$ cat src/rtl/mem_port_arbiter.sv
// mem_port_arbiter
//   Shares a single memory port between instruction fetch (IF) and load/store
//   (MEM). One requester is granted at a time. Data requests take priority
//   over fetch requests. The memory request is held until mem_ready. Read data
//   is returned together with a one-cycle valid pulse.
//
//   Optional build macro: MEM_TIMEOUT_EN
//     Adds a per-transaction wait counter. When TIMEOUT_CYC cycles pass with
//     no mem_ready, the granted side completes with rdata=0 and err is set
//     (sticky until reset). When the macro is undefined, err is tied to 0.
//
//   Ports
//     clk, reset                         clock; synchronous active-high reset
//     if_req/if_addr                     fetch request, address
//     if_rdata/if_valid/if_stall         fetch result, completion pulse, stall
//     d_req/d_we/d_addr/d_wdata          data request (store when d_we=1)
//     d_rdata/d_valid/d_stall            load result, completion pulse, stall
//     mem_req/mem_we/mem_addr/mem_wdata  memory request side
//     mem_rdata/mem_ready                memory response side
//     busy                               a transaction is in flight
//     err                                sticky timeout flag
module mem_port_arbiter #(
  parameter int ADDR_W      = 16,
  parameter int DATA_W      = 16,
  parameter int TIMEOUT_CYC = 64
) (
  input  logic              clk,
  input  logic              reset,
  input  logic              if_req,
  input  logic [ADDR_W-1:0] if_addr,
  output logic [DATA_W-1:0] if_rdata,
  output logic              if_valid,
  output logic              if_stall,
  input  logic              d_req,
  input  logic              d_we,
  input  logic [ADDR_W-1:0] d_addr,
  input  logic [DATA_W-1:0] d_wdata,
  output logic [DATA_W-1:0] d_rdata,
  output logic              d_valid,
  output logic              d_stall,
  output logic              mem_req,
  output logic              mem_we,
  output logic [ADDR_W-1:0] mem_addr,
  output logic [DATA_W-1:0] mem_wdata,
  input  logic [DATA_W-1:0] mem_rdata,
  input  logic              mem_ready,
  output logic              busy,
  output logic              err
);

  typedef enum logic [1:0] {S_IDLE, S_DATA, S_FETCH} state_t;

  state_t              state_q, state_d;
  logic                mem_we_q, mem_we_d;
  logic [ADDR_W-1:0]   mem_addr_q, mem_addr_d;
  logic [DATA_W-1:0]   mem_wdata_q, mem_wdata_d;
  logic                if_valid_q, if_valid_d;
  logic                d_valid_q, d_valid_d;
  logic [DATA_W-1:0]   if_rdata_q, if_rdata_d;
  logic [DATA_W-1:0]   d_rdata_q, d_rdata_d;

`ifdef MEM_TIMEOUT_EN
  localparam int CNT_W = $clog2(TIMEOUT_CYC) + 1;
  logic [CNT_W-1:0]    cnt_q, cnt_d;
  logic                err_q, err_d;
  logic                expire;

  // Expiry happens on the edge that closes the TIMEOUT_CYC-th wait cycle.
  assign expire = (cnt_q == CNT_W'(TIMEOUT_CYC - 1));
`endif

  always_comb begin
    state_d     = state_q;
    mem_we_d    = mem_we_q;
    mem_addr_d  = mem_addr_q;
    mem_wdata_d = mem_wdata_q;
    if_valid_d  = 1'b0;
    d_valid_d   = 1'b0;
    if_rdata_d  = if_rdata_q;
    d_rdata_d   = d_rdata_q;
`ifdef MEM_TIMEOUT_EN
    cnt_d       = cnt_q;
    err_d       = err_q;
`endif
    case (state_q)
      S_IDLE: begin
`ifdef MEM_TIMEOUT_EN
        cnt_d = '0;
`endif
        // A requester whose valid is high this cycle still holds its old
        // request, so it is masked out of arbitration.
        if (d_req && !d_valid_q) begin
          state_d     = S_DATA;
          mem_we_d    = d_we;
          mem_addr_d  = d_addr;
          mem_wdata_d = d_wdata;
        end else if (if_req && !if_valid_q) begin
          state_d     = S_FETCH;
          mem_we_d    = 1'b0;
          mem_addr_d  = if_addr;
          mem_wdata_d = '0;
        end
      end
      S_DATA, S_FETCH: begin
        if (mem_ready) begin
          state_d     = S_IDLE;
          mem_we_d    = 1'b0;
          mem_addr_d  = '0;
          mem_wdata_d = '0;
          if (state_q == S_DATA) begin
            d_valid_d = 1'b1;
            if (!mem_we_q) d_rdata_d = mem_rdata;
          end else begin
            if_valid_d = 1'b1;
            if_rdata_d = mem_rdata;
          end
`ifdef MEM_TIMEOUT_EN
        end else if (expire) begin
          state_d     = S_IDLE;
          mem_we_d    = 1'b0;
          mem_addr_d  = '0;
          mem_wdata_d = '0;
          err_d       = 1'b1;
          if (state_q == S_DATA) begin
            d_valid_d = 1'b1;
            d_rdata_d = '0;
          end else begin
            if_valid_d = 1'b1;
            if_rdata_d = '0;
          end
        end else begin
          cnt_d = cnt_q + 1'b1;
`endif
        end
      end
      default: state_d = S_IDLE;
    endcase
  end

  always_ff @(posedge clk) begin
    if (reset) begin
      state_q     <= S_IDLE;
      mem_we_q    <= 1'b0;
      mem_addr_q  <= '0;
      mem_wdata_q <= '0;
      if_valid_q  <= 1'b0;
      d_valid_q   <= 1'b0;
      if_rdata_q  <= '0;
      d_rdata_q   <= '0;
`ifdef MEM_TIMEOUT_EN
      cnt_q       <= '0;
      err_q       <= 1'b0;
`endif
    end else begin
      state_q     <= state_d;
      mem_we_q    <= mem_we_d;
      mem_addr_q  <= mem_addr_d;
      mem_wdata_q <= mem_wdata_d;
      if_valid_q  <= if_valid_d;
      d_valid_q   <= d_valid_d;
      if_rdata_q  <= if_rdata_d;
      d_rdata_q   <= d_rdata_d;
`ifdef MEM_TIMEOUT_EN
      cnt_q       <= cnt_d;
      err_q       <= err_d;
`endif
    end
  end

  assign mem_req   = (state_q != S_IDLE);
  assign busy      = mem_req;
  assign mem_we    = mem_we_q;
  assign mem_addr  = mem_addr_q;
  assign mem_wdata = mem_wdata_q;
  assign if_valid  = if_valid_q;
  assign d_valid   = d_valid_q;
  assign if_rdata  = if_rdata_q;
  assign d_rdata   = d_rdata_q;
  assign if_stall  = if_req & ~if_valid_q;
  assign d_stall   = d_req & ~d_valid_q;
`ifdef MEM_TIMEOUT_EN
  assign err       = err_q;
`else
  assign err       = 1'b0;
`endif

endmodule

$ cat config.mk
export PLATFORM = sky130hd
export DESIGN_NAME = mem_port_arbiter
export DESIGN_NICKNAME = d
export VERILOG_FILES = /design/src/rtl/mem_port_arbiter.sv
export SDC_FILE = /design/constraint.sdc
export NUM_CORES = 1
export LEC_CHECK = 0
export CAP_MARGIN = 10
export CORE_ASPECT_RATIO = 0.9
export CORE_MARGIN = 4
export CORE_UTILIZATION = 43
export CTS_CLUSTER_DIAMETER = 120
export DETAILED_ROUTE_END_ITERATION = 6
export GPL_TIMING_DRIVEN = 0
export PLACE_DENSITY = 0.85
export SETUP_SLACK_MARGIN = 0.1
export SLEW_MARGIN = 25
export SYNTH_ARGS = -nofsm -noshare
export SYNTH_HDL_FRONTEND = slang
export SYNTH_SLANG_ARGS = --single-unit
$ cat constraint.sdc
create_clock -name clk -period 5.65 [get_ports clk]
set_clock_uncertainty 0.1 [all_clocks]
set_input_delay 0.565 -clock clk [delete_from_list [all_inputs] [get_ports clk]]
set_output_delay 0.565 -clock clk [all_outputs]
set_load 0.01 [all_outputs]
==> impl_metrics.tcl, run 1 <==
set metrics [dict create \
    status "completed" \
    syn_inst 354 \
    synth_edf_count 0 \
    comb_power_share_pct 28.4 \
    seqPwrFrac_pct 41.6 \
    min_period_ns 2.78 \
    hpwl_mm 6.60 \
    avgSynthCellArea_um2 7.87 \
    total_leakage_power_nw 1.71 \
    setup.worst_path.class "in -> out" \
    critPathCaptureType "primary output" \
    grt.overflow.total 0 \
    p_int_uw 921 \
    ctsResizeCount 0 \
    path_buf_inv 4 \
    cts.sinks 69 \
    dpl_cell_area_um2 4290 \
    reg2reg_slack_ns 3.51 \
    pwr-share-clk_pct 30.0 \
    dr.pass1.iters 4 \
    via_count 2965 \
    crit_arrival_ns 2.11 \
    fp.coreArea_um2 6220 \
    grt_pass1_wl_mm 14.1 \
    met3_usage_pct 8.78 \
    switching_power_uw 407 \
    power.density_nw_per_um2 296 \
    synth_area_leaders "dfxtp_1 (50%), nand2_1 (18%), a21oi_1 (8.8%)" \
    fmax_mhz 360 \
    floorplan.die.width_um 92.9 \
    ys_seq_elements 69 \
    initial_core_util_pct 44.8 \
    post-route-period-util_pct 49.2 \
    htreeDepth 3 \
    ant_nets 0 \
    port_buffers 139 \
    p_sw_share_pct 30.6 \
    yosysMostFrequentCell "nand2_1" \
    ios 142 \
    startpoint "d_req" \
    wire_per_inst_um 14.7 \
    ys_types 24 \
    hold_buffers 0 \
    dieHeight_um 84.4 \
    use_met1_pct 26.4 \
    cts_setup_buffers 0 \
    synth_async_sr_flop_share_pct 0 \
    grt_max_degree 14 \
    synth_top_area_cell "dfxtp_1" \
    cpPeakStageDelay_ns 0.57 \
    maxCapViolations 0 \
    drv_slew 0 \
    grt.total_usage_pct 22.5 \
    start_kind "input port" \
    antenna_found_initial 0 \
    reg2reg_to "if_rdata[0]" \
    worst_path_max_delay_cell "clkdlybuf4s50_1" \
    clk_pin_slew_worst_paths_ns 0.07 \
    cpMostUsedCell "clkdlybuf4s50_1" \
    num_rows 27 \
    synthFlopType "dfxtp_1" \
    setup_viol 0 \
    synthTopCellsByCount "nand2_1 (131), dfxtp_1 (69), a21oi_1 (49), nand3_1 (17), nand3b_1 (17)" \
    synth.yosys.warnings 0 \
    timing.hold.ws_ns 0.353 \
    finalHoldViolCount 0 \
    r2r_start "state_q[0]" \
    cts_buffer_depth 2 \
    setup_tns_ns 0 \
    cts-root-buf "clkbuf_8" \
    diodes 0 \
    clkLatencyLatePin_ns 0.34 \
    area_growth_pct 61.0 \
    final_area_um2 4490 \
    crit_chain "clkdlybuf4s50_1, nand2b_1, clkinv_1, buf_2, clkdlybuf4s50_1" \
    grtUsageMet2_pct 37.2 \
    drt_iter0_markers 99 \
    rsz0062_at_grt "false" \
    synth_nets 427 \
    total_power_mw 1.33 \
    fp.dieArea_um2 7840 \
    cts-buffers-inserted 9 \
    cts_tree "yes" \
    worst_slew_pin_slew_ns 0.552 \
    vias_per_cell 4.97 \
    synth_top_area_share_pct 49.6 \
    wl_mm 8.78 \
    cp-endpoint "d_stall" \
    busiest_layer "met2" \
    remaining_drc_errors 0 \
    r2r_cells 8 \
    final_nets 577 \
    worstPathMaxFanout 10 \
    grt_pass1_vias 3071 \
    relSlewSlack_pct 63.2 \
    vdd_drop_max_mv 0.201 \
    cpLargestDelayFamily "buffers and inverters" \
    cp.depth 5 \
    gp_congestion 0.815 \
    critPathRequiredTime_ns 4.99 \
    drive_gt1_share_pct 6.88 \
    hold_path.class "reg -> reg" \
    synthesis.area_um2 2790 \
    yosysSeqAreaShare_pct 49.6 \
]
==> per-stage QoR <==
| step | setup slack [ns] | utilization [%] | std cells |
|---|---|---|---|
| after floorplan | 3.83 | - | 354 |
| after global placement | 2.86 | 69.0 | 580 |
| after detailed placement | 2.85 | 69.0 | 580 |
| after CTS | 2.84 | 72.2 | 596 |
| after global routing | 2.75 | 72.2 | 596 |
| final | 2.87 | 72.2 | 596 |
==> cell families after synthesis <==
family / count (synthesis) / synth area share [%]
AND/OR/NAND/NOR: 178 / 28.0
AO/OA/AOI/OAI: 70 / 15.5
flip-flops: 69 / 49.6
buffers and inverters: 33 / 5.43
adder cells (fa/ha/maj): 3 / 1.35
other: 1 / 0.135
==> final cells by class <==
class                           instances  area (um2)
Sequential cell                        69        1380
Clock buffer                            9         124
Buffer                                 28         133
Clock inverter                          7        76.3
Tap cell                               87         109
Multi-Input combinational cell        252        1250
Fill cell                             518        1730
Inverter                                5        18.8
Timing Repair Buffer                  139        1390
==> worst min path at each step <==
stage | start | slack, ns | cells after the start | to
3_5_place_dp | mem_addr[4] | 0.34 | 2 | mem_addr[4]
4_1_cts | mem_addr[4] | 0.35 | 2 | mem_addr[4]
5_1_grt | d_rdata[3] | 0.38 | 2 | d_rdata[3]
2_1_floorplan | mem_addr[0] | 0.38 | 2 | mem_addr[0]
6_report | mem_addr[4] | 0.35 | 2 | mem_addr[4]
3_3_place_gp | mem_addr[11] | 0.34 | 2 | mem_addr[11]
==> per-layer routing <==
metal	vias up	part of all wire, %
li1	1467	-
met1	1367	42
met2	109	47
met3	22	8.6
met4	0	2.8
met5	-	0
==> worst reg2reg max path: cells and delay by family, from the launching register on <==
family / cells / cell delay, ns
buffers and inverters: 3 / 0.56
DFF: 1 / 0.39
AOI/OAI and AO/OA: 1 / 0.15
adders and majority gates: 1 / 0.29
and+or+nand+nor: 3 / 0.58
==> layout by cell type (no fill, tap or decap), drive strengths merged <==
cell type        n
nand2b           4
nand2          132
dfxtp           69
clkinvlp         2
a211o           16
o21ai            1
clkdlybuf4s50  139
a21oi           49
bufinv           1
a32o             1
nand3           17
nor2             4
conb             1
clkinv           5
nand3b          17
a32oi            2
nor3b            1
or2              2
inv              4
a211oi           1
buf             14
nor3             1
clkbuf          23
ha               3
==> power groups by stage <==
stage / logic (mW) / clock network [mW] / registers [mW]
global placement: 0.369 / 0 / 0.562
floorplan: 0.164 / 0 / 0.583
detailed placement: 0.377 / 0 / 0.563
CTS: 0.379 / 0.407 / 0.552
global route: 0.412 / 0.429 / 0.558
finish: 0.378 / 0.399 / 0.552
==> state kept, by name (all words and copies together) (netlist names) <==
name       count
if_rdata      16
state_q        2
mem_addr      16
mem_wdata     16
if_valid       1
d_rdata       16
mem_we         1
d_valid        1
Note: power is estimated with default switching activity, not from simulation.
==> inputs of run 2 (changes only) <==
Settings changed: CORE_UTILIZATION 43 to 36, PLACE_DENSITY 0.85 to 0.75.
Clock period 5.65 ns to 2.4 ns, I/O delays scaled along.
==> run 2 against run 1 <==
  * Cell count up 1.5%
  * Highest routed layer unchanged
  * Critical endpoint is now mem_req
  * Sequential cell count stayed put
  * Critical path depth is the same
  * Clock power grew to 2.9 times the previous value
  * Largest power group unchanged
==> impl_metrics.tcl, run 2 (synthesis results as in run 1) <==
set metrics [dict create \
    floorplan.die.width_um 101 \
    seq_area_um2 1380 \
    crit_arrival_ns 1.81 \
    fp.coreArea_um2 7540 \
    drt_iter0_markers 70 \
    antenna_found_initial 0 \
    holdPathStages 3 \
    hold_path.class "in -> reg" \
    worstPathMaxFanout 6 \
    final_nets 577 \
    grt.total_usage_pct 19.2 \
    cts_tree "yes" \
    final_area_um2 4550 \
    gp_congestion 0.855 \
    cts-buffers-inserted 9 \
    wl_mm 8.86 \
    total_leakage_power_nw 1.74 \
    remaining_drc_errors 0 \
    wire_per_inst_um 14.6 \
    hold_buffers 0 \
    reg2reg_slack_ns 0.29 \
    reg2reg_to "mem_wdata[14]" \
    start_kind "flop" \
    hpwl_mm 6.70 \
    dr.pass1.iters 4 \
    drive_gt1_share_pct 7.07 \
    cts_buffer_depth 2 \
    dpl_cell_area_um2 4300 \
    vias_per_cell 4.85 \
    layout_common_cells "clkdlybuf4s50_1 (139), nand2_1 (131), dfxtp_1 (69), a21oi_1 (49)" \
    worst_slew_pin_slew_ns 0.550 \
    r2r_start "state_q[0]" \
    fillerInstances 697 \
    num_rows 30 \
    grt.overflow.total 0 \
    post-route-period-util_pct 89.7 \
    initial_core_util_pct 36.9 \
    grt_pass1_vias 2888 \
    multiInputGateArea_um2 1260 \
    final_common_cell "clkdlybuf4s50_1" \
    maxCapViolations 0 \
    ant_nets 0 \
    power.density_nw_per_um2 737 \
    via_count 2933 \
    status "completed" \
    htreeDepth 3 \
    setup_tns_ns 0 \
    fmax_mhz 464 \
    cts_setup_buffers 0 \
    relSlewSlack_pct 63.1 \
    drv_slew 0 \
    hp-start "d_wdata[11]" \
    min_period_ns 2.15 \
    critPathRequiredTime_ns 2.06 \
    min_to "mem_wdata[11]" \
    rsz0062_at_grt "false" \
    diodes 0 \
    area_growth_pct 63.2 \
    dieHeight_um 91.5 \
    clk_pin_slew_worst_paths_ns 0.07 \
    vdd_drop_max_mv 0.360 \
    port_buffers 139 \
    r2r_cells 9 \
    grt_pass1_wl_mm 14.1 \
    setup.worst_path.class "reg -> out" \
    clkLatencyLatePin_ns 0.33 \
    setup_viol 0 \
    finalHoldViolCount 0 \
    critPathCaptureType "primary output" \
    ios 142 \
    cts.sinks 69 \
    fp.dieArea_um2 9220 \
    cts-root-buf "clkbuf_8" \
    grt_max_degree 13 \
]
run 2: per-stage QoR:
step	power, mW	hold WS (ns)	instances	setup WS [ns]	util [%]
2_1_floorplan	1.76	0.263	354	0.579	-
5_1_grt	3.53	0.335	605	0.112	60.3
4_1_cts	3.39	0.333	605	0.188	60.3
6_report	3.35	0.348	605	0.247	60.3
3_3_place_gp	2.20	0.338	589	0.271	57.0
3_5_place_dp	2.21	0.345	589	0.276	57.0
run 2: worst max-delay path by stage:
stage / startpoint / to / depth (start not counted)
detailed placement: mem_ready / d_rdata[8] / 6
CTS: state_q[0] / mem_req / 5
global route: state_q[0] / mem_wdata[7] / 9
finish: state_q[0] / mem_req / 5
floorplan: state_q[0] / if_rdata[1] / 9
global placement: d_req / d_stall / 5
run 2: repair_timing:
action	CTS	global route
setup endpoints to repair	0	2
resized for setup	0	2
hold endpoints to repair	0	0
run 2: layer usage:
layer	part of all wire, %	vias up	GRT usage, %
met5	0	-	0
met4	1.8	0	7.63
met3	8.4	13	5.61
met2	47	103	31.2
met1	43	1348	23.8
li1	-	1469	-
run 2: power breakdown:
part	leakage [nW]	internal (mW)	switching, mW
logic	1.05	0.439	0.446
registers	0.561	1.25	0.0548
clock network	0.120	0.723	0.441
run 2: final cells by class:
class                      count  area share [%]
timing repair buffer         139            30.6
sequential                    69            30.4
multi-input combinational    252            27.6
clock buffer                  11            3.11
buffer                        28            2.92
tap                           96            2.64
clock inverter                 5            2.34
inverter                       5           0.413
run 2: critical path, stage by stage (launching register included):
cell             delay (ns)
dfxtp_1                0.39
inv_1                  0.07
ha_1                   0.28
inv_2                  0.11
buf_4                  0.10
clkdlybuf4s50_1        0.52
==> inputs of run 3 (changes only) <==
Settings changed: PLACE_DENSITY 0.75 to 0.83.
==> run 3 against run 2 <==
  * Via count grew 0.55%
  * Die area did not move
  * Sequential cell count did not move
  * Routed wire length down 1.9%
  * Sequential share of layout area unchanged
  * Register-to-register slack about the same
  * Worst hold slack got worse by 0.0031 ns
  * Critical endpoint unchanged
  * Largest cell class unchanged
==> impl_metrics.tcl, run 3 (synthesis results as in run 1) <==
set metrics [dict create \
    rsz0062_at_grt "false" \
    grt_max_degree 14 \
    hold_path.class "in -> reg" \
    ios 142 \
    final_nets 577 \
    fillerInstances 672 \
    vdd_drop_max_mv 0.402 \
    num_rows 30 \
    status "completed" \
    clk_pin_slew_worst_paths_ns 0.07 \
    critPathRequiredTime_ns 2.06 \
    total_leakage_power_nw 1.74 \
    worst_slew_pin_slew_ns 0.539 \
    hpwl_mm 6.64 \
    vias_per_cell 4.87 \
    cts-root-buf "clkbuf_8" \
    wire_per_inst_um 14.4 \
    power.density_nw_per_um2 732 \
    hold_buffers 0 \
    dr.pass1.iters 4 \
    min_period_ns 2.16 \
    fp.dieArea_um2 9220 \
    final_area_um2 4550 \
    initial_core_util_pct 36.9 \
    cts.sinks 69 \
    grt_pass1_wl_mm 13.6 \
    port_buffers 139 \
    drt_iter0_markers 97 \
    wl_mm 8.69 \
    gp_congestion 0.912 \
    dieHeight_um 91.5 \
    final_common_cell "clkdlybuf4s50_1" \
    finalHoldViolCount 0 \
    finalCoreUtilization_pct 60.3 \
    fp.coreArea_um2 7540 \
    remaining_drc_errors 0 \
    total_power_mw 3.33 \
    ant_nets 0 \
    grt.total_usage_pct 18.7 \
    antenna_found_initial 0 \
    diodes 0 \
    clkLatencyLatePin_ns 0.33 \
    worstPathMaxFanout 6 \
    start_kind "flop" \
    area_growth_pct 63.2 \
    cts-buffers-inserted 9 \
    maxCapViolations 0 \
    post-route-period-util_pct 89.9 \
    dpl_cell_area_um2 4300 \
    relSlewSlack_pct 63.8 \
    cts_buffer_depth 2 \
    fmax_mhz 463 \
    setup.worst_path.class "reg -> out" \
    setup_viol 0 \
    setup_tns_ns 0 \
    grt.overflow.total 0 \
    via_count 2949 \
    htreeDepth 3 \
    crit_arrival_ns 1.82 \
    grt_pass1_vias 2839 \
    floorplan.die.width_um 101 \
    drv_slew 0 \
    drive_gt1_share_pct 7.07 \
    critPathCaptureType "primary output" \
    cts_tree "yes" \
    layout_common_cells "clkdlybuf4s50_1 (139), nand2_1 (131), dfxtp_1 (69), a21oi_1 (49)" \
]
==> run 3: critical path: stages, from the launching register on <==
cell,delay (ns)
dfxtp_1,0.39
inv_1,0.06
ha_1,0.27
inv_1,0.12
buf_4,0.11
clkdlybuf4s50_1,0.54
==> run 3: path summary, 6_finish.rpt <==
check / depth (start not counted) / from / end / slack (ns)
setup / recovery: 5 / state_q[0] / mem_req / 0.24
hold / removal: 3 / d_wdata[10] / mem_wdata[10] / 0.35
setup reg to reg: 9 / state_q[0] / mem_wdata[14] / 0.29
hold reg to reg: 2 / mem_addr[15] / mem_addr[15] / 0.35
==> run 3: power by group <==
group          switching (mW)  internal (mW)  total [mW]
Clock                   0.450          0.695        1.14
Sequential             0.0556           1.25        1.30
Combinational           0.444          0.439       0.882
==> run 3: repair_timing <==
action | in CTS | in global routing
buffers inserted | 0 | 0
setup endpoints to repair | 0 | 4
resized for setup | 0 | 1
hold endpoints to repair | 0 | 0
==> run 3: final cells by class <==
| type | count | area (um2) | area share, % |
|---|---|---|---|
| clock buffers | 9 | 124 | 2.72 |
| inverters | 5 | 18.8 | 0.413 |
| well taps | 96 | 120 | 2.64 |
| multi-input cells | 252 | 1260 | 27.6 |
| clock inverters | 7 | 124 | 2.72 |
| repair buffers | 139 | 1390 | 30.6 |
| flip-flops and latches | 69 | 1380 | 30.4 |
| plain buffers | 28 | 133 | 2.92 |
==> run 3: layer usage <==
| layer | share of wire (%) | global-route usage (%) | vias to the layer above | wire, um |
|---|---|---|---|---|
| met4 | 1.8 | 6.85 | 0 | 159 |
| met5 | 0 | 0 | - | 0 |
| met2 | 48 | 30.9 | 110 | 4160 |
| li1 | - | - | 1468 | - |
| met1 | 42 | 22.5 | 1354 | 3640 |
| met3 | 8.3 | 6.07 | 17 | 722 |
==> run 3: stage by stage <==
step | setup WS [ns] | cells | hold WS, ns
final | 0.241 | 605 | 0.345
after global routing | 0.122 | 605 | 0.320
after CTS | 0.213 | 605 | 0.327
after detailed placement | 0.290 | 589 | 0.346
after global placement | 0.295 | 589 | 0.338
after floorplan | 0.579 | 354 | 0.263
